## src/rtl/neuron_pkg.sv

```systemverilog
// Shared types for the perceptron neuron datapath.
//   X_WIDTH/T_WIDTH : sample feature / target widths
//   N_WIDTH         : width of the neuron's sample-count input
//   sample_t        : one training sample {x1, x2, t}
//   feeder_state_e  : sample feeder FSM states
package neuron_pkg;

  localparam int unsigned X_WIDTH = 7;
  localparam int unsigned T_WIDTH = 2;
  localparam int unsigned N_WIDTH = 32;

  typedef struct packed {
    logic [X_WIDTH-1:0] x1;
    logic [X_WIDTH-1:0] x2;
    logic [T_WIDTH-1:0] t;
  } sample_t;

  typedef enum logic [1:0] {
    IDLE  = 2'd0,
    FETCH = 2'd1,
    READY = 2'd2
  } feeder_state_e;

endpackage

```

## src/rtl/neuron_sample_feeder_if.sv

```systemverilog
// Feeder-to-neuron sample handshake.
//   requestFlag          : neuron asks for the next sample
//   dataReady            : one-cycle pulse, sample outputs are new
//   x1Output/x2Output/tOutput : current sample
//   nOutput              : number of samples in the training set
//   epochEnd             : delivered sample is the last of the set
interface neuron_sample_feeder_if;
  import neuron_pkg::*;

  logic               requestFlag;
  logic               dataReady;
  logic [X_WIDTH-1:0] x1Output;
  logic [X_WIDTH-1:0] x2Output;
  logic [T_WIDTH-1:0] tOutput;
  logic [N_WIDTH-1:0] nOutput;
  logic               epochEnd;

  modport master (
    input  requestFlag,
    output dataReady, x1Output, x2Output, tOutput, nOutput, epochEnd
  );

  modport slave (
    output requestFlag,
    input  dataReady, x1Output, x2Output, tOutput, nOutput, epochEnd
  );

endinterface

```

## src/rtl/neuron_sample_mem.sv

```systemverilog
// Sample buffer: DEPTH x sample_t register array, synchronous write,
// combinational read. Contents are intentionally not reset.
//   clk          : clock
//   we/waddr/wdata : write port
//   raddr/rdata  : asynchronous read port
module neuron_sample_mem
  import neuron_pkg::*;
#(
  parameter int unsigned DEPTH = 64,
  parameter int unsigned AW    = 6
) (
  input  logic          clk,
  input  logic          we,
  input  logic [AW-1:0] waddr,
  input  sample_t       wdata,
  input  logic [AW-1:0] raddr,
  output sample_t       rdata
);

  sample_t mem_q [DEPTH];

  always_ff @(posedge clk) begin
    if (we) mem_q[waddr] <= wdata;
  end

  assign rdata = mem_q[raddr];

endmodule

```

## src/rtl/neuron_sample_feeder.sv

```systemverilog
// Buffers a host-written training set and serves it to the neuron one
// sample per request, cycling through the set in order.
//   clk, rst        : clock, asynchronous active-high reset
//   wrEn/wrX1/wrX2/wrT : host sample write (dropped while full)
//   clear           : empty the buffer, zero pointers, return to IDLE
//   rewind          : restart the epoch at sample 0
//   empty, full     : buffer occupancy flags
//   nrn             : neuron-side handshake and sample outputs
module neuron_sample_feeder
  import neuron_pkg::*;
#(
  parameter int unsigned DEPTH = 64,
  parameter int unsigned AW    = 6
) (
  input  logic               clk,
  input  logic               rst,
  input  logic               wrEn,
  input  logic [X_WIDTH-1:0] wrX1,
  input  logic [X_WIDTH-1:0] wrX2,
  input  logic [T_WIDTH-1:0] wrT,
  input  logic               clear,
  input  logic               rewind,
  output logic               empty,
  output logic               full,
  neuron_sample_feeder_if.master nrn
);

  feeder_state_e state_q, state_d;
  logic [AW-1:0] wr_ptr_q, wr_ptr_d;
  logic [AW-1:0] rd_ptr_q, rd_ptr_d;
  logic [AW:0]   count_q, count_d;
  sample_t       out_q, out_d;
  logic          data_ready_q, data_ready_d;
  logic          epoch_end_q, epoch_end_d;
  logic          empty_q, empty_d;
  logic          full_q, full_d;

  sample_t       mem_rdata;
  sample_t       wr_sample_c;
  logic          wr_accept_c;
  logic          last_c;

  assign wr_sample_c = '{x1: wrX1, x2: wrX2, t: wrT};
  assign wr_accept_c = wrEn && (count_q != (AW+1)'(DEPTH)) && !clear;
  // Read pointer sits on the final sample of the current set
  assign last_c      = ((AW+1)'(rd_ptr_q) == (count_q - (AW+1)'(1)));

  neuron_sample_mem #(.DEPTH(DEPTH), .AW(AW)) u_mem (
    .clk   (clk),
    .we    (wr_accept_c),
    .waddr (wr_ptr_q),
    .wdata (wr_sample_c),
    .raddr (rd_ptr_q),
    .rdata (mem_rdata)
  );

  // Next-state, pointer and output computation
  always_comb begin
    state_d      = state_q;
    wr_ptr_d     = wr_ptr_q;
    rd_ptr_d     = rd_ptr_q;
    count_d      = count_q;
    out_d        = out_q;
    data_ready_d = 1'b0;
    epoch_end_d  = 1'b0;

    case (state_q)
      IDLE: begin
        if (nrn.requestFlag && (count_q != '0)) state_d = FETCH;
      end
      FETCH: begin
        out_d        = mem_rdata;
        data_ready_d = 1'b1;
        epoch_end_d  = last_c;
        state_d      = READY;
      end
      READY: begin
        rd_ptr_d = last_c ? '0 : rd_ptr_q + AW'(1);
        state_d  = IDLE;
      end
      default: state_d = IDLE;
    endcase

    // Rewind overrides the READY advance but lets the latched sample go out
    if (rewind) rd_ptr_d = '0;

    if (wr_accept_c) begin
      wr_ptr_d = wr_ptr_q + AW'(1);
      count_d  = count_q + (AW+1)'(1);
    end

    // Clear aborts any fetch in progress, so no pulse follows it
    if (clear) begin
      wr_ptr_d     = '0;
      rd_ptr_d     = '0;
      count_d      = '0;
      state_d      = IDLE;
      out_d        = out_q;
      data_ready_d = 1'b0;
      epoch_end_d  = 1'b0;
    end

    empty_d = (count_d == '0);
    full_d  = (count_d == (AW+1)'(DEPTH));
  end

  always_ff @(posedge clk or posedge rst) begin
    if (rst) begin
      state_q      <= IDLE;
      wr_ptr_q     <= '0;
      rd_ptr_q     <= '0;
      count_q      <= '0;
      out_q        <= '0;
      data_ready_q <= 1'b0;
      epoch_end_q  <= 1'b0;
      empty_q      <= 1'b1;
      full_q       <= 1'b0;
    end else begin
      state_q      <= state_d;
      wr_ptr_q     <= wr_ptr_d;
      rd_ptr_q     <= rd_ptr_d;
      count_q      <= count_d;
      out_q        <= out_d;
      data_ready_q <= data_ready_d;
      epoch_end_q  <= epoch_end_d;
      empty_q      <= empty_d;
      full_q       <= full_d;
    end
  end

  assign empty        = empty_q;
  assign full         = full_q;
  assign nrn.dataReady = data_ready_q;
  assign nrn.epochEnd  = epoch_end_q;
  assign nrn.x1Output  = out_q.x1;
  assign nrn.x2Output  = out_q.x2;
  assign nrn.tOutput   = out_q.t;
  assign nrn.nOutput   = N_WIDTH'(count_q);

endmodule

```

## src/flat_wrapper.sv

```systemverilog
// flat-port wrapper written by rule: the top's interface ports become plain ports
module neuron_sample_feeder_flat import neuron_pkg::*;
#(
  parameter int unsigned DEPTH = 64,
  parameter int unsigned AW    = 6
)
  (clk, rst, wrEn, wrX1, wrX2, wrT, clear, rewind, empty, full, nrn_requestFlag, nrn_dataReady, nrn_x1Output, nrn_x2Output, nrn_tOutput, nrn_nOutput, nrn_epochEnd);
  neuron_sample_feeder_if nrn_i ();
  input  logic clk;
  input  logic rst;
  input  logic wrEn;
  input  logic [X_WIDTH-1:0] wrX1;
  input  logic [X_WIDTH-1:0] wrX2;
  input  logic [T_WIDTH-1:0] wrT;
  input  logic clear;
  input  logic rewind;
  output logic empty;
  output logic full;
  input wire logic [$bits(nrn_i.requestFlag)-1:0] nrn_requestFlag;
  output wire logic [$bits(nrn_i.dataReady)-1:0] nrn_dataReady;
  output wire logic [$bits(nrn_i.x1Output)-1:0] nrn_x1Output;
  output wire logic [$bits(nrn_i.x2Output)-1:0] nrn_x2Output;
  output wire logic [$bits(nrn_i.tOutput)-1:0] nrn_tOutput;
  output wire logic [$bits(nrn_i.nOutput)-1:0] nrn_nOutput;
  output wire logic [$bits(nrn_i.epochEnd)-1:0] nrn_epochEnd;
  assign nrn_i.requestFlag = nrn_requestFlag;
  assign nrn_dataReady = nrn_i.dataReady;
  assign nrn_x1Output = nrn_i.x1Output;
  assign nrn_x2Output = nrn_i.x2Output;
  assign nrn_tOutput = nrn_i.tOutput;
  assign nrn_nOutput = nrn_i.nOutput;
  assign nrn_epochEnd = nrn_i.epochEnd;
  neuron_sample_feeder #(.DEPTH(DEPTH), .AW(AW)) u_core (.clk(clk), .rst(rst), .wrEn(wrEn), .wrX1(wrX1), .wrX2(wrX2), .wrT(wrT), .clear(clear), .rewind(rewind), .empty(empty), .full(full), .nrn(nrn_i));
endmodule
```

## config.mk

```make
export PLATFORM = sky130hd
export DESIGN_NAME = neuron_sample_feeder_flat
export DESIGN_NICKNAME = d
export VERILOG_FILES = /design/src/rtl/neuron_pkg.sv /design/src/rtl/neuron_sample_feeder_if.sv /design/src/rtl/neuron_sample_mem.sv /design/src/rtl/neuron_sample_feeder.sv /design/src/flat_wrapper.sv
export SDC_FILE = /design/constraint.sdc
export NUM_CORES = 1
export LEC_CHECK = 0
export CORE_ASPECT_RATIO = 0.5
export CORE_UTILIZATION = 50
export DETAILED_ROUTE_END_ITERATION = 10
export GPL_TIMING_DRIVEN = 0
export PLACE_DENSITY = 0.66
export SLEW_MARGIN = 25
export SYNTH_ARGS = -nofsm -noshare
export SYNTH_HDL_FRONTEND = slang
export SYNTH_HIERARCHICAL = 1
export SYNTH_SLANG_ARGS = --single-unit
```

## constraint.sdc

```tcl
create_clock -name clk -period 5.85 [get_ports clk]
set_clock_uncertainty 0.1 [all_clocks]
set_input_delay 0.8775 -clock clk [delete_from_list [all_inputs] [get_ports clk]]
set_output_delay 0.8775 -clock clk [all_outputs]
set_load 0.1 [all_outputs]
```

After elaboration in Yosys (flattened, before gate mapping):

Memories as Yosys holds them, arrays and structs flattened. A register that Yosys moved wholly into a read port is not among the register bits.
Cells that the tools add are included.

* bitwise logic cells: 1
* shift-type cells: 0
* order comparisons: 0
* eq/ne operators: 6
* div/mod/pow operators: 0
* muxes and demuxes: 17
* multiply operators: 0
* reduce and logical (&&, ||, !) cells: 10
* add/subtract/negate cells: 4

Operators with widths (number)
* $mux W6: 6
* $mux W7: 2
* $add A6 B1 Y6 const B: 2
* $add A7 B1 Y7 const B: 1
* $eq A6 B7 Y1: 1
* $eq A7 B7 Y1 const B: 1
* $logic_not A7 Y1: 1
* $ne A7 B7 Y1 const B: 1
* $reduce_bool A7 Y1: 1
* $sub A7 B1 Y7 const B: 1
* $mux W1: 6
* $mux W2: 2
* $pmux W2 S2: 1
* $logic_and A1 B1 Y1: 3
* $ne A3 B2 Y1 const B: 1
* $reduce_bool A3 Y1: 1
* $eq A2 B1 Y1 const B: 1
* $eq A2 B2 Y1 const B: 1
* $logic_not A2 Y1: 1
* $reduce_and A2 Y1: 1
* $reduce_bool A2 Y1: 1
* $logic_not A1 Y1: 1
* $not A1 Y1: 1

* register bits after elaboration: 25
* output and inout port bits: 52
* RAM bits: 1024
* logic and storage cells: 47
* memories kept: 1
* input bits: 22
* ROM bits: 0
* latch bits: 0

Memory list
* u_core.u_mem.mem_q: words 64, width 16, rd ports 1, clocked after memory_dff 1, write ports 1, line neuron_sample_mem.sv:20 `sample_t mem_q [DEPTH];`

Logic depth before layout (Yosys ltp):

Gate-level depths: netlist of the first run.

* depth in word-level cells: 6
* gate-level depth with buffers: 11
* depth with buffers taken out: 9

Cells and area by module:

Netlist of the first run, hierarchy kept.

Modules (own cells, without submodules)
* neuron_sample_mem: seq. area each 30749.5 sq um, cells each 1813, area an instance 39721.8 sq um, times used 1
* neuron_sample_feeder: seq. area each 1027.2 sq um, cells each 223, area an instance 2326.0 sq um, times used 1

Worst setup path after synthesis of the first run:

OpenSTA, ideal clock, no wires.

* path kind: flip-flop to flip-flop
* start point: register u_core.count_q[0]
* end point: memory u_core/u_mem/mem_q[48][0] in the netlist's numbering, enable pin
* buffers on the path: 1
* required time: 5.341 ns
* arrival: 3.550 ns
* setup slack: 1.791 ns
* clock period less this slack: 4.059 ns
* setup time: 0.409 ns
* cell stages (with the launch flop): 11
* cell sequence: dfrtp_1 buf_2 inv_1 ha_1 nor2b_1 nand3_1 nand2_1 nor2_1 nor2b_1 nand4b_1 nor3_1

* cells in the longest elaborated chain, start to end: 5

Ends and longest elaborated chain
* start, declared: line neuron_sample_feeder.sv:31 `logic [AW:0] count_q, count_d;`
* start signal, assigned: line neuron_sample_feeder.sv:122 `count_q <= count_d;`
* $ne A7 B7 Y1: line neuron_sample_feeder.sv:44 `assign wr_accept_c = wrEn && (count_q != (AW+1)'(DEPTH)) && !clear;`
* $logic_and A1 B1 Y1 (2 in series): line neuron_sample_feeder.sv:44
* net u_core.wr_accept_c: line neuron_sample_feeder.sv:40 `logic wr_accept_c;`
* $mux W1: line neuron_sample_mem.sv:23 `if (we) mem_q[waddr] <= wdata;`
* $mux W1 (not written as such): line neuron_sample_mem.sv:23
* end, declared: line neuron_sample_mem.sv:20

The timed path passes the listed nets, and every way through them passes these cells.

Worst setup path after layout of the first run:

* start point: register u_core.count_q[0]
* end point: memory u_core/u_mem/mem_q[43][5] in the netlist's numbering, enable pin

The elaborated chain is that of the path after synthesis.

==> results.json, run 1 <==
{
  "drive_above_1_share_pct": 28.8,
  "postRouteAntennaNets": 0,
  "max_slew_margin_pct": 28.2,
  "tightest_slew_ns": 1.08,
  "critPathBufInv": 2,
  "core_area_um2": 82400,
  "vias": 21613,
  "fin_util_pct": 58.4,
  "cts_hold_buf": 0,
  "ys_seq_area_share_pct": 75.6,
  "hold_class": "in -> reg",
  "cp_num_cells": 9,
  "synthFlopType": "edfxtp_1",
  "p_per_area_nw_per_um2": 324,
  "drc": 0,
  "crit_top_cell": "nand3_1",
  "root_buffer": "clkbuf_16",
  "cp_max_fo": 16,
  "final-hold-violation-count": 0,
  "rr_worst_depth": 9,
  "leakage_nw": 14.9,
  "grt_pass1_wl_um": 150000,
  "via_per_inst": 6.27,
  "synthArstFlopShare_pct": 3.85,
  "overflow": 0,
  "clock.fmax_ghz": 0.243,
  "synth_edf_count": 1024,
  "dieArea_um2": 85300,
  "drt-total-wl_um": 106000,
  "clock_latency_ns": 0.67,
  "die_h_um": 207,
  "cts_inserted_buffers": 91,
  "setup_ws_ns": 1.74,
  "grt_pass1_vias": 20761,
  "cap_violations": 0,
  "io_pins": 74,
  "critPathArrivalTime_ns": 4.29,
  "fin_setup_tns_ns": 0,
  "rsz0062_at_grt": "false",
  "worstSetupPathType": "reg -> reg",
  "finalSetupViolCount": 0,
  "firstDrtPassIters": 6,
  "grt_use_total_pct": 25.1,
  "ys.warnings.count": 6,
  "dp_hpwl_um": 71600,
  "ir_drop_mv": 0.246,
  "syn_to_final_growth_pct": 14.5,
  "status": "complete, no violations",
  "layout_min_cycle_time_ns": 4.11,
  "cts_tree": "done",
  "synth_cell_types": 70,
  "netlist.area_leader.share_pct": 73.1,
  "rows": 74,
  "max_stage_delay_ns": 1.03,
  "fin_crit_sh_pct": 70.2,
  "syn_inst": 2036,
  "cts_resized": 0,
  "yosysTopAreaCell": "edfxtp_1",
  "synth-seq-cells": 1065,
  "grt_max_degree": 65,
  "h-tree-depth": 3,
  "worstHoldPathCells": 1,
  "drt-initial-drc-count": 3190,
  "hold_slack_ns": 0.349,
  "synth_area_leaders": "edfxtp_1, mux4_2, dfrtp_1, mux2i_1, mux2_2",
  "clkTransAtPathRegs_ns": 0.06,
  "die_w_um": 412,
  "critPathRequiredTime_ns": 6.03,
  "cts.sinks": 1065,
  "power.total_mw": 15.6,
  "io_buffers": 48,
  "pre_cts_slack_ns": 1.15,
  "cp_slowest_cell": "nor2_2",
  "post_cts_buffers": 0,
  "end_kind": "flip-flop",
  "maxSlewViolCount": 0,
  "finalNetCount": 2294,
  "critPathLaunchType": "flip-flop",
  "netlist_area_um2": 42000,
  "syn-mean-instance-area_um2": 20.7,
  "antenna_found_initial": 1,
  "wl_per_cell_um": 30.8,
  "crit_family": "simple AND/OR/NAND/NOR gates",
  "initial_core_util_pct": 51.0,
  "gp_congestion": 0.902,
  "cp_cell_sequence": "buf_2 -> inv_1 -> ha_1 -> nor2b_1 -> nand3_1 -> nand2_1 -> nor2_1 -> nand3_1 -> nor2_2",
  "clk_path_buf_depth": 3
}
[state kept, by name, summed over array words and instances, names as in the netlist]
| signal | flops |
|---|---|
| u_core/wr_ptr_q | 6 |
| u_core/nrn.tOutput | 2 |
| u_core/nrn.dataReady | 1 |
| u_core/state_q | 2 |
| u_core/nrn.x1Output | 7 |
| u_core/count_q | 7 |
| u_core/full | 1 |
| u_core/nrn.x2Output | 7 |
| u_core/u_mem/mem_q | 1024 |
| u_core/rd_ptr_q | 6 |
| u_core/empty | 1 |
| u_core/nrn.epochEnd | 1 |
[placed cells by master, fill, tap and decap left out, drive strengths merged, types with 9 or more instances in the layout]
| cell | count |
|---|---|
| edfxtp | 1024 |
| mux4 | 224 |
| buf | 193 |
| clkbuf | 153 |
| nor2 | 91 |
| mux2i | 85 |
| nand2 | 76 |
| mux2 | 43 |
| a22oi | 40 |
| dfrtp | 40 |
| nor2b | 33 |
| clkdlybuf4s50 | 32 |
| nand3 | 32 |
| clkinv | 30 |
| conb | 25 |
| a21oi | 21 |
| a221oi | 16 |
| nand4 | 15 |
| o21ai | 13 |
| bufinv | 12 |
| xnor2 | 11 |
| a211oi | 11 |
| a31oi | 11 |
| a211o | 9 |
[final timing paths]
path | end | start | slack [ns]
worst min register to register | u_core/state_q[1]$_DFFE_PP0P_ | u_core/state_q[1]$_DFFE_PP0P_ | 0.39
min in group asynchronous | u_core/count_q[0]$_DFF_PP0_ | rst | 0.54
worst max-delay path | u_core/u_mem/mem_q[43][5]$_DFFE_PP_ | u_core/count_q[0]$_DFF_PP0_ | 1.74
max in group asynchronous | u_core/nrn.x1Output[5]$_DFFE_PP0P_ | rst | 4.64
worst min-delay path | u_core/u_mem/mem_q[26][13]$_DFFE_PP_ | wrX1[4] | 0.35
worst max register to register | u_core/u_mem/mem_q[43][5]$_DFFE_PP_ | u_core/count_q[0]$_DFF_PP0_ | 1.74
[where the power goes]
part | leakage, nW | total [mW] | switching [mW] | internal [mW]
Sequential | 9.74 | 8.45 | 0.0364 | 8.41
Clock | 1.48 | 6.23 | 2.68 | 3.55
Combinational | 3.72 | 0.932 | 0.713 | 0.219
Total | 14.9 | 15.6 | 3.43 | 12.2
[through the flow]
step / instance area [um^2] / cells
after floorplan: 42100 / 2060
after global placement: 44000 / 3210
after detailed placement: 45100 / 3276
after CTS: 48100 / 3443
after global routing: 48100 / 3443
final: 48100 / 3447
[routing by layer]
metal	up-vias	GRT usage [%]	share of wire, %
met1	11421	38.7	42
met4	0	6.74	2.5
met2	1219	36.3	44
met5	-	0	0
met3	155	5.67	11
li1	8818	-	-
[worst register-to-register path: stages, from the launching register on]
cell,delay (ns)
dfrtp_1,0.39
buf_2,0.22
inv_1,0.10
ha_1,0.19
nor2b_1,0.14
nand3_1,0.11
nand2_1,0.14
nor2_1,0.46
nand3_1,0.84
nor2_2,1.04
[cell families after synthesis]
| group | synth area share [%] |
|---|---|
| flops | 75.6 |
| mux | 15.2 |
| simple gates | 3.41 |
| compound gates | 2.83 |
| buf+inv | 2.44 |
| xor+xnor | 0.375 |
| fa+ha+maj | 0.149 |
| other cells | 0.00892 |
[synthesized netlist by cell type, types with 21 or more instances]
cell	number
nand3_1	32
buf_2	41
edfxtp_1	1024
nor2b_1	33
nor2_1	87
a21oi_1	21
dfrtp_1	40
clkbuf_1	27
a22oi_1	40
nand2_1	75
mux4_2	220
mux2_2	43
buf_4	39
mux2i_1	85
[area by class of cell]
cell class,count,area (um^2)
Fill cell,6020,34300
Sequential cell,1065,31800
Multi-Input combinational cell,847,9540
Clock buffer,121,2510
Tap cell,1102,1380
Timing Repair Buffer,114,1360
Buffer,143,1010
Clock inverter,46,527
Inverter,5,21.3
Antenna cell,4,10.0
Note: power is estimated with default switching activity, not from simulation.
==> inputs of run 2 (changes only) <==
==> constraint.sdc (replaced) <==
create_clock -name clk -period 3.8 [get_ports clk]
set_clock_uncertainty 0.1 [all_clocks]
set_input_delay 0.57 -clock clk [delete_from_list [all_inputs] [get_ports clk]]
set_output_delay 0.57 -clock clk [all_outputs]
set_load 0.1 [all_outputs]
==> results.json, run 2 (synthesis gave the netlist of run 1 again) <==
{
  "status": "finished with violations",
  "violations": "negative setup slack",
  "final-hold-violation-count": 0,
  "placed_cells": 3286,
  "end_kind": "flip-flop",
  "hold_class": "in -> reg",
  "cp_max_fo": 9,
  "largest_reg_flops": 1024,
  "grt_pass1_vias": 21064,
  "drc": 0,
  "cts.sinks": 1065,
  "p_comb_share_pct": 6.2,
  "dp_hpwl_um": 74500,
  "leakage_nw": 15.0,
  "cts_inserted_buffers": 92,
  "dieArea_um2": 85300,
  "via_per_inst": 6.21,
  "root_buffer": "clkbuf_16",
  "max_slew_margin_pct": 29.8,
  "drt-initial-drc-count": 3143,
  "critPathLaunchType": "flip-flop",
  "h-tree-depth": 3,
  "cts_tree": "done",
  "gp_congestion": 0.905,
  "drive_above_1_share_pct": 29.4,
  "critPathRequiredTime_ns": 4.08,
  "postRouteAntennaNets": 0,
  "power_frac_clock_pct": 38.6,
  "firstDrtPassIters": 8,
  "io_pins": 74,
  "antenna_found_initial": 3,
  "ir_drop_mv": 0.333,
  "initial_core_util_pct": 51.0,
  "clk_path_buf_depth": 3,
  "switching_share_pct": 22.6,
  "syn_to_final_growth_pct": 14.8,
  "sequentialPowerShare_pct": 55.2,
  "tightest_slew_ns": 1.05,
  "layout_min_cycle_time_ns": 3.89,
  "rows": 74,
  "fin_area_um2": 48300,
  "die_w_um": 412,
  "finalNetCount": 2308,
  "clkTransAtPathRegs_ns": 0.07,
  "wl_per_cell_um": 31.3,
  "overflow": 0,
  "place_area_um2": 45200,
  "finalSetupViolCount": 58,
  "grt_pass1_wl_um": 152000,
  "p_per_area_nw_per_um2": 488,
  "p_int_mw": 18.2,
  "cap_violations": 0,
  "final_cells": 3457,
  "vias": 21457,
  "clock.fmax_ghz": 0.257,
  "core_area_um2": 82400,
  "rsz0062_at_grt": "true",
  "worstSetupPathType": "reg -> reg",
  "fin_setup_tns_ns": -3.38,
  "mostFrequentLayoutCells": "edfxtp_1, mux4_2, clkbuf_16, mux2i_1, nand2_1",
  "switchingPower_mw": 5.32,
  "die_h_um": 207,
  "layout_commonest_cell": "edfxtp_1",
  "clock_latency_ns": 0.68,
  "grt_use_total_pct": 25.6,
  "setup_ws_ns": -0.0918,
  "drt-total-wl_um": 108000,
  "hold_slack_ns": 0.126,
  "grt_max_degree": 65,
  "maxSlewViolCount": 0,
  "critPathArrivalTime_ns": 4.18,
  "fin_crit_sh_pct": 102,
  "largest-register": "u_core/u_mem/mem_q",
  "io_buffers": 48
}
==> run 2: changes by cell type in the layout (fill, tap and decap cells not counted), moves of 4 or more <==
cell and change:
a31oi_1 -4, a31oi_2 +4, buf_12 +4, buf_6 +14, buf_8 -4, bufinv_16 -6, clkbuf_8 -4, clkinv_1 +10
nor2_2 -15, nor2_4 +16
==> run 2: worst paths after layout <==
check,startpoint,end,slack (ns),cells after the start
min reg2reg,u_core/state_q[1]$_DFFE_PP0P_,u_core/state_q[1]$_DFFE_PP0P_,0.38,1
max reg2reg,u_core/count_q[0]$_DFF_PP0_,u_core/u_mem/mem_q[11][14]$_DFFE_PP_,-0.09,10
max,u_core/count_q[0]$_DFF_PP0_,u_core/u_mem/mem_q[11][14]$_DFFE_PP_,-0.09,10
min,wrX1[4],u_core/u_mem/mem_q[28][13]$_DFFE_PP_,0.13,1
max in group asynchronous,rst,u_core/nrn.x1Output[6]$_DFFE_PP0P_,2.85,3
min in group asynchronous,rst,u_core/count_q[1]$_DFF_PP0_,0.20,2
==> run 2: repair_timing <==
item | in CTS | in global routing
pin swaps | 4 | 0
endpoints found under the setup margin | 489 | 724
hold buffers | 0 | 0
buffers inserted | 3 | 0
resized for setup | 19 | 19
gates cloned | 0 | 0
==> run 2: routing by layer <==
metal	vias to the layer above	track usage (%)	wire [um]
met3	166	6.02	10900
met2	1065	38.5	49800
met5	-	0	0
met1	11383	37.4	44500
li1	8843	-	-
met4	0	8.21	3170
==> run 2: per-stage QoR <==
stage / worst slack (ns) / power [mW] / utilization (%)
after CTS: -0.153 / 23.7 / 58.5
final: -0.0918 / 23.6 / 58.6
after detailed placement: -0.769 / 14.7 / 54.9
after global placement: -1.15 / 14.7 / 53.4
after floorplan: 0.0625 / 14.2 / -
after global routing: -0.119 / 24.2 / 58.6
==> run 2: cell type report <==
| cell class | instances | area (um^2) |
|---|---|---|
| Clock inverter | 52 | 409 |
| Tap cell | 1102 | 1380 |
| Sequential cell | 1065 | 31800 |
| Fill cell | 5923 | 34100 |
| Buffer | 143 | 1010 |
| Antenna cell | 1 | 2.50 |
| Inverter | 5 | 18.8 |
| Multi-Input combinational cell | 847 | 9700 |
| Clock buffer | 115 | 2430 |
| Timing Repair Buffer | 127 | 1550 |
==> run 2: worst max-delay path, stage by stage (launching register included) <==
cell	delay (ns)
dfrtp_1	0.39
buf_2	0.22
inv_1	0.10
ha_1	0.20
nor2b_1	0.14
nand3_1	0.10
nand2_1	0.12
nor2_2	0.37
nand3_1	0.85
nor2_2	0.75
buf_6	0.24
==> run 2: power by group through the flow <==
stage	clock [mW]	combinational (mW)	sequential, mW
finish	9.09	1.46	13.0
global route	9.65	1.51	13.0
CTS	9.23	1.46	13.0
detailed placement	0	1.45	13.3
global placement	0	1.39	13.3
floorplan	0	0.375	13.8
